File: config.mk
export PLATFORM = sky130hd
export DESIGN_NAME = pc_if_stage
export DESIGN_NICKNAME = d
export VERILOG_FILES = /design/src/rtl/pc_if_stage.sv
export SDC_FILE = /design/constraint.sdc
export NUM_CORES = 1
export LEC_CHECK = 0
export CAP_MARGIN = 15
export CORE_MARGIN = 5
export CORE_UTILIZATION = 39
export CTS_CLUSTER_DIAMETER = 50
export DETAILED_ROUTE_END_ITERATION = 8
export PLACE_DENSITY = 0.75
export REMOVE_ABC_BUFFERS = 1
export SYNTH_ARGS = -nofsm -noshare
export SYNTH_HDL_FRONTEND = slang
export SYNTH_SLANG_ARGS = --single-unit
export TNS_END_PERCENT = 100
File: constraint.sdc
create_clock -name clk -period 2.2 [get_ports clk]
set_clock_uncertainty 0.2 [all_clocks]
set_input_delay 0.33 -clock clk [delete_from_list [all_inputs] [get_ports clk]]
set_output_delay 0.33 -clock clk [all_outputs]
set_load 0.005 [all_outputs]
File: src/rtl/pc_if_stage.sv
// Instruction-fetch front end: PC register, ROM addressing and the IF/ID pipeline register.
// Handles stall, branch redirect, exception flush and misaligned-fetch flagging.
module pc_if_stage #(
    parameter int                ADDR_W   = 32,
    parameter int                INST_W   = 32,
    parameter logic [ADDR_W-1:0] RESET_PC = '0
) (
    input  logic              clk,
    input  logic              rst,
    input  logic [5:0]        stall_i,
    input  logic              flush_i,
    input  logic [ADDR_W-1:0] new_pc_i,
    input  logic              branch_flag_i,
    input  logic [ADDR_W-1:0] branch_target_i,
    input  logic [INST_W-1:0] inst_i,
    output logic              rom_ce_o,
    output logic [ADDR_W-1:0] rom_addr_o,
    output logic [ADDR_W-1:0] id_pc_o,
    output logic [INST_W-1:0] id_inst_o,
    output logic              id_adel_o,
    output logic              id_valid_o
);

    typedef enum logic {S_IDLE, S_RUN} state_t;

    typedef struct packed {
        logic [ADDR_W-1:0] pc;
        logic [INST_W-1:0] inst;
        logic              adel;
        logic              valid;
    } ifid_t;

    localparam ifid_t IFID_RST = '{pc: '0, inst: '0, adel: 1'b0, valid: 1'b0};

    state_t            state_q, state_nxt;
    logic [ADDR_W-1:0] pc_q, pc_nxt;
    ifid_t             ifid_q, ifid_nxt;
    logic              misaligned;

    // Upper stall bits belong to later stages.
    logic [2:0] unused_stall_bits;
    assign unused_stall_bits = stall_i[5:3];

    assign rom_addr_o = pc_q;
    assign misaligned = |pc_q[1:0];

    always_ff @(posedge clk or negedge rst) begin
        if (!rst) state_q <= S_IDLE;
        else      state_q <= state_nxt;
    end

    always_comb begin
        state_nxt = state_q;
        rom_ce_o  = 1'b0;
        case (state_q)
            S_IDLE: state_nxt = S_RUN;
            S_RUN:  rom_ce_o  = 1'b1;
            default: state_nxt = S_IDLE;
        endcase
    end

    always_comb begin
        pc_nxt = pc_q;
        if (state_q == S_IDLE)     pc_nxt = RESET_PC;
        else if (flush_i)          pc_nxt = new_pc_i;
        else if (stall_i[0])       pc_nxt = pc_q;
        else if (branch_flag_i)    pc_nxt = branch_target_i;
        else                       pc_nxt = pc_q + ADDR_W'(4);
    end

    // A misaligned fetch still reaches ID, but with its word zeroed and adel raised.
    always_comb begin
        ifid_nxt = ifid_q;
        if (flush_i) begin
            ifid_nxt = IFID_RST;
        end else if (stall_i[1] && !stall_i[2]) begin
            ifid_nxt = IFID_RST;
        end else if (!stall_i[1]) begin
            ifid_nxt.pc    = pc_q;
            ifid_nxt.valid = rom_ce_o;
            ifid_nxt.adel  = rom_ce_o && misaligned;
            ifid_nxt.inst  = (rom_ce_o && !misaligned) ? inst_i : '0;
        end
    end

    always_ff @(posedge clk or negedge rst) begin
        if (!rst) begin
            pc_q   <= RESET_PC;
            ifid_q <= IFID_RST;
        end else begin
            pc_q   <= pc_nxt;
            ifid_q <= ifid_nxt;
        end
    end

    assign id_pc_o    = ifid_q.pc;
    assign id_inst_o  = ifid_q.inst;
    assign id_adel_o  = ifid_q.adel;
    assign id_valid_o = ifid_q.valid;

endmodule

---- Word level (Yosys, flattened, before mapping) ----
Cells that the tools add are included.
storage, ports and cells
  bits in registers ....................... 99
  bits of input ports ..................... 106
  logic and storage cells ................. 24
cells by class
  add/subtract/negate cells ............... 1
  reduce and logical (&&, ||, !) cells .... 6
  mux-type cells .......................... 9
  equality and inequality tests ........... 2
operators with widths
  cell                                                                      count
  66-bit two-way mux                                                        3
  32-bit two-way mux                                                        5
  32-bit by 3-bit adder with 32-bit output (second input constant)          1
  1-bit logical AND                                                         3
  3-bit by 1-bit inequality test with 1-bit output (second input constant)  1
  3-bit inequality test (second input constant)                             1
  1-bit logical NOT                                                         2
  2-bit OR reduction                                                        1
  1-bit two-way mux                                                         1

---- Depth between registers and ports, before layout ----
  depth after elaboration ................. 7
  gate-level depth with buffers ........... 8
  depth with buffers taken out ............ 6

---- Worst setup path before layout ----
OpenSTA, ideal clock, no wires.
  kind .................................... flip-flop to flip-flop
  start ................................... reg pc_q[2] (netlist: rom_addr_o[2])
  end ..................................... reg pc_q[24] (netlist: rom_addr_o[24])
  setup time .............................. 0.066 ns
  data arrival time ....................... 1.956 ns
  setup slack ............................. -0.022 ns
  cell stages (with the launch flop) ...... 7
  data required time ...................... 1.934 ns
  path through ............................ dfrtp_1 -> ha_1 -> nand4_4 -> or3_4 -> or4_1 -> a31oi_1 -> a31o_1
between the ends
  cells in the longest elaborated chain, start to end .. 5
RTL lines
  item                                      line  text
  from (decl)                               36    logic [ADDR_W-1:0] pc_q, pc_nxt;
  from (signal assigned)                    91    pc_q <= pc_nxt;
  32-bit by 3-bit adder with 32-bit output  68    else pc_nxt = pc_q + ADDR_W'(4);
  32-bit two-way mux                        67    else if (branch_flag_i) pc_nxt = branch_target_i;
  32-bit two-way mux                        66    else if (stall_i[0]) pc_nxt = pc_q;
  32-bit two-way mux                        65    else if (flush_i) pc_nxt = new_pc_i;
  32-bit two-way mux                        64    if (state_q == S_IDLE) pc_nxt = RESET_PC;
No other way between the ends. The select of a mux whose other input is x is not followed.
A chain may end at the register's enable or synchronous reset.

---- Final worst setup path ----
Same ends and word-level chain as after synthesis.

==> summary.md <==
| Metric | Value |
|---|---|
| Status | `complete, no violations` |
| R2R Path Start | `rom_addr_o[2]` |
| Setup TNS | `0 ns` |
| Placed insts | `a little under 900` |
| Mapped Area | `about 0.0048 mm²` |
| Total power | `0.00440 W` |
| Die Wd | `121 µm` |
| Slew @ Worst Pin | `slightly above 0.8 ns` |
| Adder-cell area share of the yosys netlist | `less than 1%` |
| Placement-stage cell area | `around 0.0074 mm²` |
| Clock transition at the registers of the reported paths | `about 0.07 ns` |
| WP data arrival | `between 2 and 2.5 ns` |
| Final min period | `around 2.1 ns` |
| Die Y | `roughly 120 µm` |
| Top post-synthesis cells by area | `dfrtp_1 51%, a22o_1 12%, nand2_1 3.0%` |
| Largest net degree at the start of global routing | `54` |
| Worst relative slew slack | `a little under half` |
| Root buf cell | `clkbuf_16` |
| Yosys reg bits | `99` |
| F_max | `between 0.4 and 0.5 GHz` |
| Critical Path RT | `around 2.3 ns` |
| Clock sink count | `99` |
| Top FF cell, synth | `dfrtp_1` |
| Area delta synth->final | `59.6%` |
| DRT iter0 DRCs | `around 390` |
| Crit. End Element | `flop` |
| Syn Area/Cell | `roughly 10 µm²` |
| R2R cell count | `6` |
| Core region area | `0.0121 mm²` |
| 1st-pass router iterations | `5` |
| Final worst-path cycle share | `96.5%` |
| First-pass GRT wire length | `about 28000 µm` |
| Cell count after synthesis | `482` |
| Total CTS buffers | `9` |
| Clock Latency Late Sink | `about 0.35 ns` |
| Share of the yosys chip area belonging to registers | `between 50 and 60%` |
| Vias | `5018` |
| Hold wc startpoint | `flush_i` |
| Design Area, Final | `slightly below 0.008 mm²` |
| Hold EP | `rom_addr_o[24]` |
| Max Cap Violations | `0` |
| Initial antenna violation count | `0` |
| Commonest cells in the netlist | `99 x dfrtp_1, 66 x a22o_1, 38 x nand2_1, 29 x clkbuf_1, 28 x o21ai_0` |
| Final hold violation count | `0` |
| Post-Synth Simple-Gate Area | `13.6%` |
| Leakage Power | `between 3 and 4 nW` |
| I/O pin cnt | `~200` |
| Gpl congestion | `roughly 0.90` |
| Vias in the first global route | `5149` |
| Async SR Flop Fraction | `100%` |
| Setup violators final | `0` |
| N_diodes | `0` |
| Layout cells sized above 1 | `between 10% and 20%` |
| Multiplexer share of the synthesized area | `roughly 1.1%` |
| Yosys top cell by area | `dfrtp_1` |
| Total Wirelength | `around 18000 µm` |
| Non-filler cells in the finished layout | `a little under 900` |
| Number of I/O port buffers | `roughly 200` |
| Pwr per Cell Area | `between 500 and 600 mW/mm²` |
| Netlist cell types | `58` |
| Via/cell ratio | `approximately 5.7` |
| Fin nets | `roughly 800` |
| Compound-gate portion of the synthesized area | `~29%` |
| # DRC | `0` |
| Crit Path Class | `reg -> reg` |
| Die area | `between 0.01 and 0.015 mm²` |
| GR Overflow Total | `0` |
| HP Class | `in -> reg` |
| Largest family of logic cells by synthesized area | `compound AO/OA/AOI/OAI gates` |
| Post-synth top area share | `approximately half` |
| Final slew viol count | `0` |
| Fill count | `between 900 and 1000` |
| # rows | `40` |
| VDD IR-drop max | `0.338 mV` |
| Critical Path Source Type | `flop` |
| CTS tree | `yes` |
| Initial Util | `between 40% and 50%` |
| Multi-input logic area | `0.00217 mm²` |
| Worst hold path depth | `2` |
| Most frequent cell after synthesis | `dfrtp_1` |
| Routed WL per cell | `between 15 and 20 µm` |
| Worst r2r dst | `rom_addr_o[24]` |
| YS warnings | `0` |
| R2R Setup Slk | `about 0.078 ns` |
| Clk buf depth | `2` |
| Crit Path Max Fanout | `5` |
| XOR/XNOR Fraction of Synth Area | `less than 1%` |
| Number of synthesized flops with an enable pin | `0` |
| Post-DRT Antenna Nets | `0` |
| Register area | `roughly 0.0025 mm²` |
| H-tree depth | `3` |
| Dpl hpwl | `between 10000 and 15000 µm` |
| GRT Total Usage | `a little under a quarter` |
| RSZ-0062 raised after global routing | `false` |
routing by layer:
| layer | share of wire (%) | routed length (µm) | GRT usage (%) | vias up |
|---|---|---|---|---|
| met4 | 2.3 | 412 | 9.31 | 0 |
| met5 | 0 | 0 | 0 | - |
| met2 | 46 | 8170 | 39.0 | 257 |
| li1 | - | - | - | 2286 |
| met1 | 44 | 7690 | 31.0 | 2443 |
| met3 | 7.7 | 1360 | 4.38 | 32 |
power breakdown:
part           internal, W  switching, W  total (W)
registers          0.00190     0.0000731    0.00197
clock network     0.000903      0.000683    0.00159
logic             0.000480      0.000359   0.000839
total              0.00328       0.00112    0.00440
worst max-delay path, cell delays in order, from the launching register on:
cell,delay (ns)
dfrtp_1,0.36
ha_2,0.21
nand4_4,0.10
or3_4,0.42
or4_1,0.48
a31oi_1,0.17
a31o_1,0.12
kinds of logic after synthesis:
logic type,Yosys count
xor gates and xnor gates,3
other,1
muxes,5
adders and majority gates,1
and+or+nand+nor,130
DFF,99
AOI/OAI and AO/OA,187
buffers and inverters,56
placed cells by master (no fill, tap or decap), drive strengths merged, types with 4 or more instances in the layout:
cell type,count
clkdlybuf4s50,199
dfrtp,99
a22o,66
buf,57
nand2,38
o21ai,29
nor2,27
a21oi,25
inv,16
nand3,14
a31oi,13
nor3,13
clkbuf,10
o211a,9
nand4,8
and2,7
o211ai,7
a22oi,6
clkinv,5
and3,5
nor2b,4
repair_timing:
action,in CTS,in global routing
hold buffers,1,0
pin swaps,0,2
endpoints found under the setup margin,1,9
endpoints found under the hold margin,38,0
resized for setup,1,6
setup buffers,0,1
how the worst max path moves through the flow:
stage                     endpoint  slack, ns  depth (start not counted)           from
floorplan             id_inst_o[0]      -1.63                          4        flush_i
detailed placement  rom_addr_o[16]      -0.16                          5  branch_flag_i
global placement    rom_addr_o[16]      -0.03                          5  branch_flag_i
CTS                 rom_addr_o[24]       0.03                          6  rom_addr_o[2]
finish              rom_addr_o[24]       0.08                          6  rom_addr_o[2]
global route        rom_addr_o[24]       0.02                          6  rom_addr_o[2]
metrics by stage:
step | worst slack [ns] | util (%) | hold slack [ns]
4_1_cts | 0.0269 | 63.7 | 0.216
5_1_grt | 0.0151 | 63.9 | 0.246
2_1_floorplan | -1.63 | - | -0.166
3_3_place_gp | -0.0321 | 61.1 | 0.179
3_5_place_dp | -0.160 | 61.1 | 0.184
6_report | 0.0778 | 63.9 | 0.233
flip-flops by register name, indices dropped and copies added (netlist names):
name / flops
id_inst_o: 32
rom_addr_o: 32
id_adel_o: 1
id_pc_o: 32
state_q: 1
id_valid_o: 1
layout make-up:
class                           instances  area share [%]
Multi-Input combinational cell        327            28.2
Clock inverter                          6           0.714
Inverter                               16           0.779
Clock buffer                           10            3.10
Sequential cell                        99            32.2
Tap cell                              168            2.73
Timing Repair Buffer                  257            32.3
Power figures use the tool's default switching activity.
